$ cat src/rtl/gpq_pkg.sv
// Shared definitions for the graphics command queue: sequencer state
// encoding, 128-bit queue entry layout and default sizing.
package gpq_pkg;

  localparam int DEF_DEPTH   = 8;
  localparam int DEF_SETTLE  = 2;
  localparam int DEF_TIMEOUT = 1048576;

  localparam int FIELD_W  = 32;
  localparam int ENTRY_W  = 4 * FIELD_W;
  localparam int CTRL_LSB = 96;
  localparam int TL_LSB   = 64;
  localparam int BR_LSB   = 32;
  localparam int ARG_LSB  = 0;

  localparam logic [2:0] ST_IDLE   = 3'd0;
  localparam logic [2:0] ST_FETCH  = 3'd1;
  localparam logic [2:0] ST_W_TL   = 3'd2;
  localparam logic [2:0] ST_W_BR   = 3'd3;
  localparam logic [2:0] ST_W_ARG  = 3'd4;
  localparam logic [2:0] ST_W_CTRL = 3'd5;
  localparam logic [2:0] ST_SETTLE = 3'd6;
  localparam logic [2:0] ST_WAIT   = 3'd7;

  // Pack the four command words into one queue entry.
  function automatic logic [ENTRY_W-1:0] pack_entry(
    input logic [FIELD_W-1:0] ctrl,
    input logic [FIELD_W-1:0] tl,
    input logic [FIELD_W-1:0] br,
    input logic [FIELD_W-1:0] arg
  );
    return {ctrl, tl, br, arg};
  endfunction

endpackage

$ cat src/rtl/gpq_fifo.sv
// Generic synchronous FIFO. Push is accepted only when not full (judged
// before any same-cycle pop); pop is accepted only when not empty.
// Read data is the current head, valid whenever empty is low.
module gpq_fifo
  import gpq_pkg::*;
#(
  parameter int WIDTH = ENTRY_W,
  parameter int DEPTH = DEF_DEPTH
) (
  input  logic                     clk,
  input  logic                     rst,
  input  logic                     push,
  input  logic [WIDTH-1:0]         wdata,
  input  logic                     pop,
  output logic [WIDTH-1:0]         rdata,
  output logic                     full,
  output logic                     empty,
  output logic [$clog2(DEPTH):0]   count
);

  localparam int AW = $clog2(DEPTH);

  logic [WIDTH-1:0] mem [DEPTH];
  logic [AW-1:0]    wr_ptr;
  logic [AW-1:0]    rd_ptr;
  logic             do_push;
  logic             do_pop;

  assign full    = (count == (AW+1)'(DEPTH));
  assign empty   = (count == '0);
  assign do_push = push && !full;
  assign do_pop  = pop && !empty;
  assign rdata   = mem[rd_ptr];

  // Storage array; data is not reset, only pointers and count are.
  always_ff @(posedge clk) begin
    if (do_push) begin
      mem[wr_ptr] <= wdata;
    end
  end

  // Pointers wrap naturally since DEPTH is a power of two.
  always_ff @(posedge clk) begin
    if (rst) begin
      wr_ptr <= '0;
      rd_ptr <= '0;
      count  <= '0;
    end else begin
      if (do_push) wr_ptr <= wr_ptr + AW'(1);
      if (do_pop)  rd_ptr <= rd_ptr + AW'(1);
      case ({do_push, do_pop})
        2'b10:   count <= count + (AW+1)'(1);
        2'b01:   count <= count - (AW+1)'(1);
        default: count <= count;
      endcase
    end
  end

endmodule

$ cat src/rtl/gp_cmd_queue.sv
// Command queue and sequencer in front of the graphics processor.
// Each queued command is replayed as tl, br, arg, ctrl register writes on
// consecutive cycles; the next command waits until the GP reports finish.
// Optional watchdog on the WAIT state: define GPQ_TIMEOUT_EN.
module gp_cmd_queue
  import gpq_pkg::*;
#(
  parameter int DEPTH   = DEF_DEPTH,
  parameter int SETTLE  = DEF_SETTLE,
  parameter int TIMEOUT = DEF_TIMEOUT
) (
  input  logic                     clk,
  input  logic                     rst,
  input  logic [31:0]              cmd_ctrl,
  input  logic [31:0]              cmd_tl,
  input  logic [31:0]              cmd_br,
  input  logic [31:0]              cmd_arg,
  input  logic                     cmd_push,
  output logic                     cmd_full,
  output logic [$clog2(DEPTH):0]   cmd_count,
  output logic                     busy,
  output logic                     overflow,
  input  logic                     gp_finish,
  output logic [31:0]              gp_ctrl,
  output logic [31:0]              gp_tl,
  output logic [31:0]              gp_br,
  output logic [31:0]              gp_arg,
  output logic                     gp_ctrl_we,
  output logic                     gp_tl_we,
  output logic                     gp_br_we,
  output logic                     gp_arg_we,
  output logic                     timeout_err
);

  localparam int CNT_W = $clog2(DEPTH) + 1;
  localparam int SC_W  = $clog2(SETTLE + 1) + 1;
  localparam logic [SC_W-1:0] SETTLE_LAST = SC_W'((SETTLE > 0) ? SETTLE - 1 : 0);

  logic [2:0]         state;
  logic [SC_W-1:0]    settle_cnt;
  logic [ENTRY_W-1:0] push_data;
  logic [ENTRY_W-1:0] head_data;
  logic [ENTRY_W-1:0] head_p0;
  logic               fifo_full;
  logic               fifo_empty;
  logic [CNT_W-1:0]   fifo_count;
  logic               dispatch;
  logic               timeout_hit;

  assign push_data = pack_entry(cmd_ctrl, cmd_tl, cmd_br, cmd_arg);
  assign dispatch  = (state == ST_IDLE) && !fifo_empty && gp_finish;

  gpq_fifo #(
    .WIDTH (ENTRY_W),
    .DEPTH (DEPTH)
  ) u_fifo (
    .clk   (clk),
    .rst   (rst),
    .push  (cmd_push),
    .wdata (push_data),
    .pop   (dispatch),
    .rdata (head_data),
    .full  (fifo_full),
    .empty (fifo_empty),
    .count (fifo_count)
  );

  assign cmd_full   = fifo_full;
  assign cmd_count  = fifo_count;
  assign busy       = (state != ST_IDLE) || !fifo_empty;

  assign gp_tl_we   = (state == ST_W_TL);
  assign gp_br_we   = (state == ST_W_BR);
  assign gp_arg_we  = (state == ST_W_ARG);
  assign gp_ctrl_we = (state == ST_W_CTRL);

`ifdef GPQ_TIMEOUT_EN
  localparam int TO_W = $clog2(TIMEOUT + 1);
  localparam logic [TO_W-1:0] TIMEOUT_LAST = TO_W'(TIMEOUT - 1);

  logic [TO_W-1:0] wait_cnt;
  logic            timeout_q;

  assign timeout_hit = (state == ST_WAIT) && !gp_finish && (wait_cnt == TIMEOUT_LAST);
  assign timeout_err = timeout_q;

  // Watchdog: counts stalled WAIT cycles, restarts on every WAIT entry.
  always_ff @(posedge clk) begin
    if (rst) begin
      wait_cnt  <= '0;
      timeout_q <= 1'b0;
    end else begin
      if (state != ST_WAIT) begin
        wait_cnt <= '0;
      end else if (!gp_finish) begin
        wait_cnt <= wait_cnt + TO_W'(1);
      end
      if (timeout_hit) begin
        timeout_q <= 1'b1;
      end
    end
  end
`else
  assign timeout_hit = 1'b0;
  assign timeout_err = 1'b0;
`endif

  // Sequencer: dispatch, four register writes, settle window, wait for finish.
  always_ff @(posedge clk) begin
    if (rst) begin
      state      <= ST_IDLE;
      settle_cnt <= '0;
    end else begin
      case (state)
        ST_IDLE:   if (dispatch) state <= ST_FETCH;
        ST_FETCH:  state <= ST_W_TL;
        ST_W_TL:   state <= ST_W_BR;
        ST_W_BR:   state <= ST_W_ARG;
        ST_W_ARG:  state <= ST_W_CTRL;
        ST_W_CTRL: begin
          settle_cnt <= '0;
          state      <= (SETTLE == 0) ? ST_WAIT : ST_SETTLE;
        end
        ST_SETTLE: begin
          if (settle_cnt == SETTLE_LAST) begin
            state <= ST_WAIT;
          end else begin
            settle_cnt <= settle_cnt + SC_W'(1);
          end
        end
        ST_WAIT:   if (gp_finish || timeout_hit) state <= ST_IDLE;
        default:   state <= ST_IDLE;
      endcase
    end
  end

  // Sticky overflow: a push arrived while the queue was full.
  always_ff @(posedge clk) begin
    if (rst) begin
      overflow <= 1'b0;
    end else if (cmd_push && fifo_full) begin
      overflow <= 1'b1;
    end
  end

  // p0: capture the popped head at dispatch, before the read pointer moves.
  always_ff @(posedge clk) begin
    if (dispatch) begin
      head_p0 <= head_data;
    end
  end

  // p1: GP data registers, loaded in FETCH and held until the next command.
  always_ff @(posedge clk) begin
    if (rst) begin
      gp_ctrl <= '0;
      gp_tl   <= '0;
      gp_br   <= '0;
      gp_arg  <= '0;
    end else if (state == ST_FETCH) begin
      gp_ctrl <= head_p0[CTRL_LSB +: FIELD_W];
      gp_tl   <= head_p0[TL_LSB   +: FIELD_W];
      gp_br   <= head_p0[BR_LSB   +: FIELD_W];
      gp_arg  <= head_p0[ARG_LSB  +: FIELD_W];
    end
  end

endmodule

$ cat config.mk
export PLATFORM = sky130hd
export DESIGN_NAME = gp_cmd_queue
export DESIGN_NICKNAME = d
export VERILOG_FILES = /design/src/rtl/gpq_pkg.sv /design/src/rtl/gpq_fifo.sv /design/src/rtl/gp_cmd_queue.sv
export SDC_FILE = /design/constraint.sdc
export NUM_CORES = 2
export LEC_CHECK = 0
export CAP_MARGIN = 20
export CORE_AREA = 2 2 349 351
export DETAILED_ROUTE_END_ITERATION = 16
export DIE_AREA = 0 0 351 353
export GPL_TIMING_DRIVEN = 0
export REMOVE_ABC_BUFFERS = 1
export SETUP_SLACK_MARGIN = 0.05
export SYNTH_ARGS = -nofsm -noshare
export SYNTH_HDL_FRONTEND = slang
export SYNTH_SLANG_ARGS = --single-unit
$ cat constraint.sdc
create_clock -name clk -period 36.7 [get_ports clk]
set_clock_uncertainty 0.2 [all_clocks]
set_input_delay 9.175 -clock clk [delete_from_list [all_inputs] [get_ports clk]]
set_output_delay 9.175 -clock clk [all_outputs]
set_load 0.005 [all_outputs]
==> results.toml <==
[critical_path]
path_class = "in -> reg"
critical_path_arrival_ns = 12.26
timing.critical_path.fanout_max = 8
cpMaxStageDelayCell = "nor4_2"
critical_path.reg2reg.startpoint = "u_fifo.count[1]"
max_stage_delay_ns = 0.65
cp_common_cell = "buf_4"
critical_path.cell_chain = "clkdlybuf4s50_1 > nand2_2 > nor4_2 > buf_4 > buf_6 > buf_4 > buf_4 > buf_4 > buf_4 > buf_4 > buf_6"
timing.critical_path.from = "cmd_push"
worst_setup_path_end_kind = "register"
worst_ep_required_time_ns = 36.93
setup.worst_path.start_class = "input port"

[cts]
cts.path.max_buffers = 3
tritoncts_num_sinks = 1297
cts_root_buffer = "clkbuf_16"
cts-resized-gates = 0
number_of_buffers_inserted_by_hold_repair_at_cts = 0
clk-insertion-delay-late_ns = 0.73
total_clock_buffers_created_by_cts = 136
cts_setup_buffers = 0
clk_pin_slew_ns = 0.06
cts_tree = "built"
cts_htree_levels = 4

[run_status]
run_status = "complete, no violations"

[cells_and_area]
layout.nets = 2872
design_area_um2 = 58500
n_fill_cell = 9740
drive_above_1_share = 0.261
flow.area_growth_from_synthesis_pct = 22.6
layout.cells.non_filler = 4467
postLayoutCoreUtil = 0.485

[sta]
grt_setup_unrepaired = "no"
maxSlewViolCount = 0
relative_slew_slack = 0.334
min_period_ns = 12.03
setup_violations = 0
final.setup.worst_slack_ns = 24.67
timing.final.hold_violations = 0
max_clock_freq_mhz = 83.1
fin_worst_hold_slack_ns = 0.252
tns_ns = 0
slew_at_the_pin_closest_to_its_max_slew_limit_ns = 0.993
period_utilization = 0.328

[synthesis]
synthArstFlopShare = 0
yosys_warnings = 0
synth.top_cell.area_share = 0.725
synthFlopType = "edfxtp_1"
syn_area_per_cell_um2 = 20.8
post_synth_num_cell_types = 42
yosysSeqAreaShare = 0.786
synth.most_common_cell = "edfxtp_1"
postSynthRegisterBits = 1297
postSynthCellCount = 2293
synth_edf_count = 1152
area_of_the_mapped_netlist_um2 = 47700
synth_area_leaders = "edfxtp_1, mux4_2, dfxtp_1, mux2_2, nand2_1"
netlist_top_cells_count = "edfxtp_1, nand2_1, mux4_2"
synth_area_leader_cell = "edfxtp_1"

[pwr]
total_leakage_power_nw = 18.4
fin_total_pwr_mw = 4.00
power.density_nw_per_um2 = 68.3
vdd_ir_drop_max_v = 0.0000507

[routing]
via_per_inst = 5.16
detail_route.drc_violations = 0
postRouteWirelength_mm = 108
avgRoutedWirePerCell_um = 24.2
vias = 23100
postRouteAntennaNets = 0
initialDrtViolationCount = 1793
detailedRoute.firstPassIterationCount = 5

[floorplan]
dieWidth_um = 351
die_h_um = 353
start_util = 0.396
floorplan.die_area_um2 = 124000
coreArea_um2 = 121000
floorplan.rows = 128
boundaryPins = 272

[min_path]
hp-start = "gp_tl[5]"
hp-class = "reg -> reg"

[placed_design]
place_worst_setup_slack_ns = 23.92
post-dp-hpwl_mm = 67.0
gp_congestion = 0.706
place.detailed.instances = 4216
placement.cell_area_um2 = 54000
port-buffer-count = 270

[global_routing]
grt_first_pass_wirelength_mm = 160
initial_antenna_violation_count = 12
grt_start_max_net_pins = 91
globalRouteOverflowTotal = 0
gr-usage-all-layers = 0.176
first_global_vias = 24300

[run]
cap_viol_max_count = 0
## cell type report
| type | count | area [um2] | share of cell area |
|---|---|---|---|
| sequential | 1297 | 37500 | 0.641 |
| multi-input combinational | 869 | 9570 | 0.164 |
| timing repair buffer | 420 | 4880 | 0.0835 |
| clock buffer | 192 | 3810 | 0.0652 |
| tap | 1625 | 2030 | 0.0348 |
| clock inverter | 58 | 644 | 0.0110 |
| inverter | 5 | 18.8 | 0.000321 |
| antenna | 1 | 2.50 | 0.0000428 |
## cells in the final DEF, fill, tap and decap left out, types with 4 or more instances in the layout
cell / n
buf_12: 22
clkbuf_16: 142
a21oi_1: 134
inv_6: 5
mux2i_1: 4
clkinv_2: 16
clkbuf_8: 7
buf_6: 69
clkbuf_1: 43
clkdlybuf4s50_1: 269
nor3_2: 4
buf_16: 23
nor2b_1: 6
nor2_1: 17
mux4_2: 256
mux2_2: 128
inv_1: 4
ha_1: 11
bufinv_16: 12
xor2_1: 7
buf_4: 29
nand3_1: 4
buf_8: 8
clkinv_1: 18
nand2_1: 261
dfxtp_1: 142
edfxtp_1: 1152
## where the power goes
group | total [mW] | internal, mW | switching (mW)
Sequential | 1.85 | 1.78 | 0.0703
Combinational | 0.781 | 0.407 | 0.374
Clock | 1.37 | 0.812 | 0.554
## final timing paths
| path | endpoint | slack (ns) | cells past startpoint |
|---|---|---|---|
| max | u_fifo.mem[0][60] | 24.67 | 11 |
| min | gp_tl[5] | 0.25 | 2 |
| max reg2reg | u_fifo.mem[0][60] | 32.92 | 11 |
| min reg2reg | gp_tl[5] | 0.25 | 2 |
## per-layer routing
layer	vias up	wire length, um	share of wire	GRT usage
met1	12200	46800	0.43	0.241
met3	154	6300	0.058	0.0398
met2	604	52800	0.49	0.285
li1	10100	-	-	-
met4	22	2010	0.019	0.0486
met5	-	138	0.0013	0
## critical path: cells and delay by family
family,cells,cell delay (ns)
buf+inv,9,2.21
simple gates,2,0.86
## state kept, by name (all words and copies together), names as in the netlist
name and cells:
gp_arg 32, gp_br 32, gp_ctrl 32, gp_tl 32, head_p0 128, overflow 1, settle_cnt 3, state 3
u_fifo.count 4, u_fifo.mem 1024, u_fifo.rd_ptr 3, u_fifo.wr_ptr 3
## cells by family (layout without fill, tap and decap cells)
group	count (synthesis)	after routing	synth area share
flip-flops	1297	1297	0.786
multiplexers	389	389	0.152
AND/OR/NAND/NOR	313	313	0.0264
AO/OA/AOI/OAI	146	146	0.0161
buffers and inverters	127	675	0.0146
adder cells (fa/ha/maj)	11	11	0.00289
XOR/XNOR	9	9	0.00165
other	1	2	0.0000786
Power figures use the tool's default switching activity.
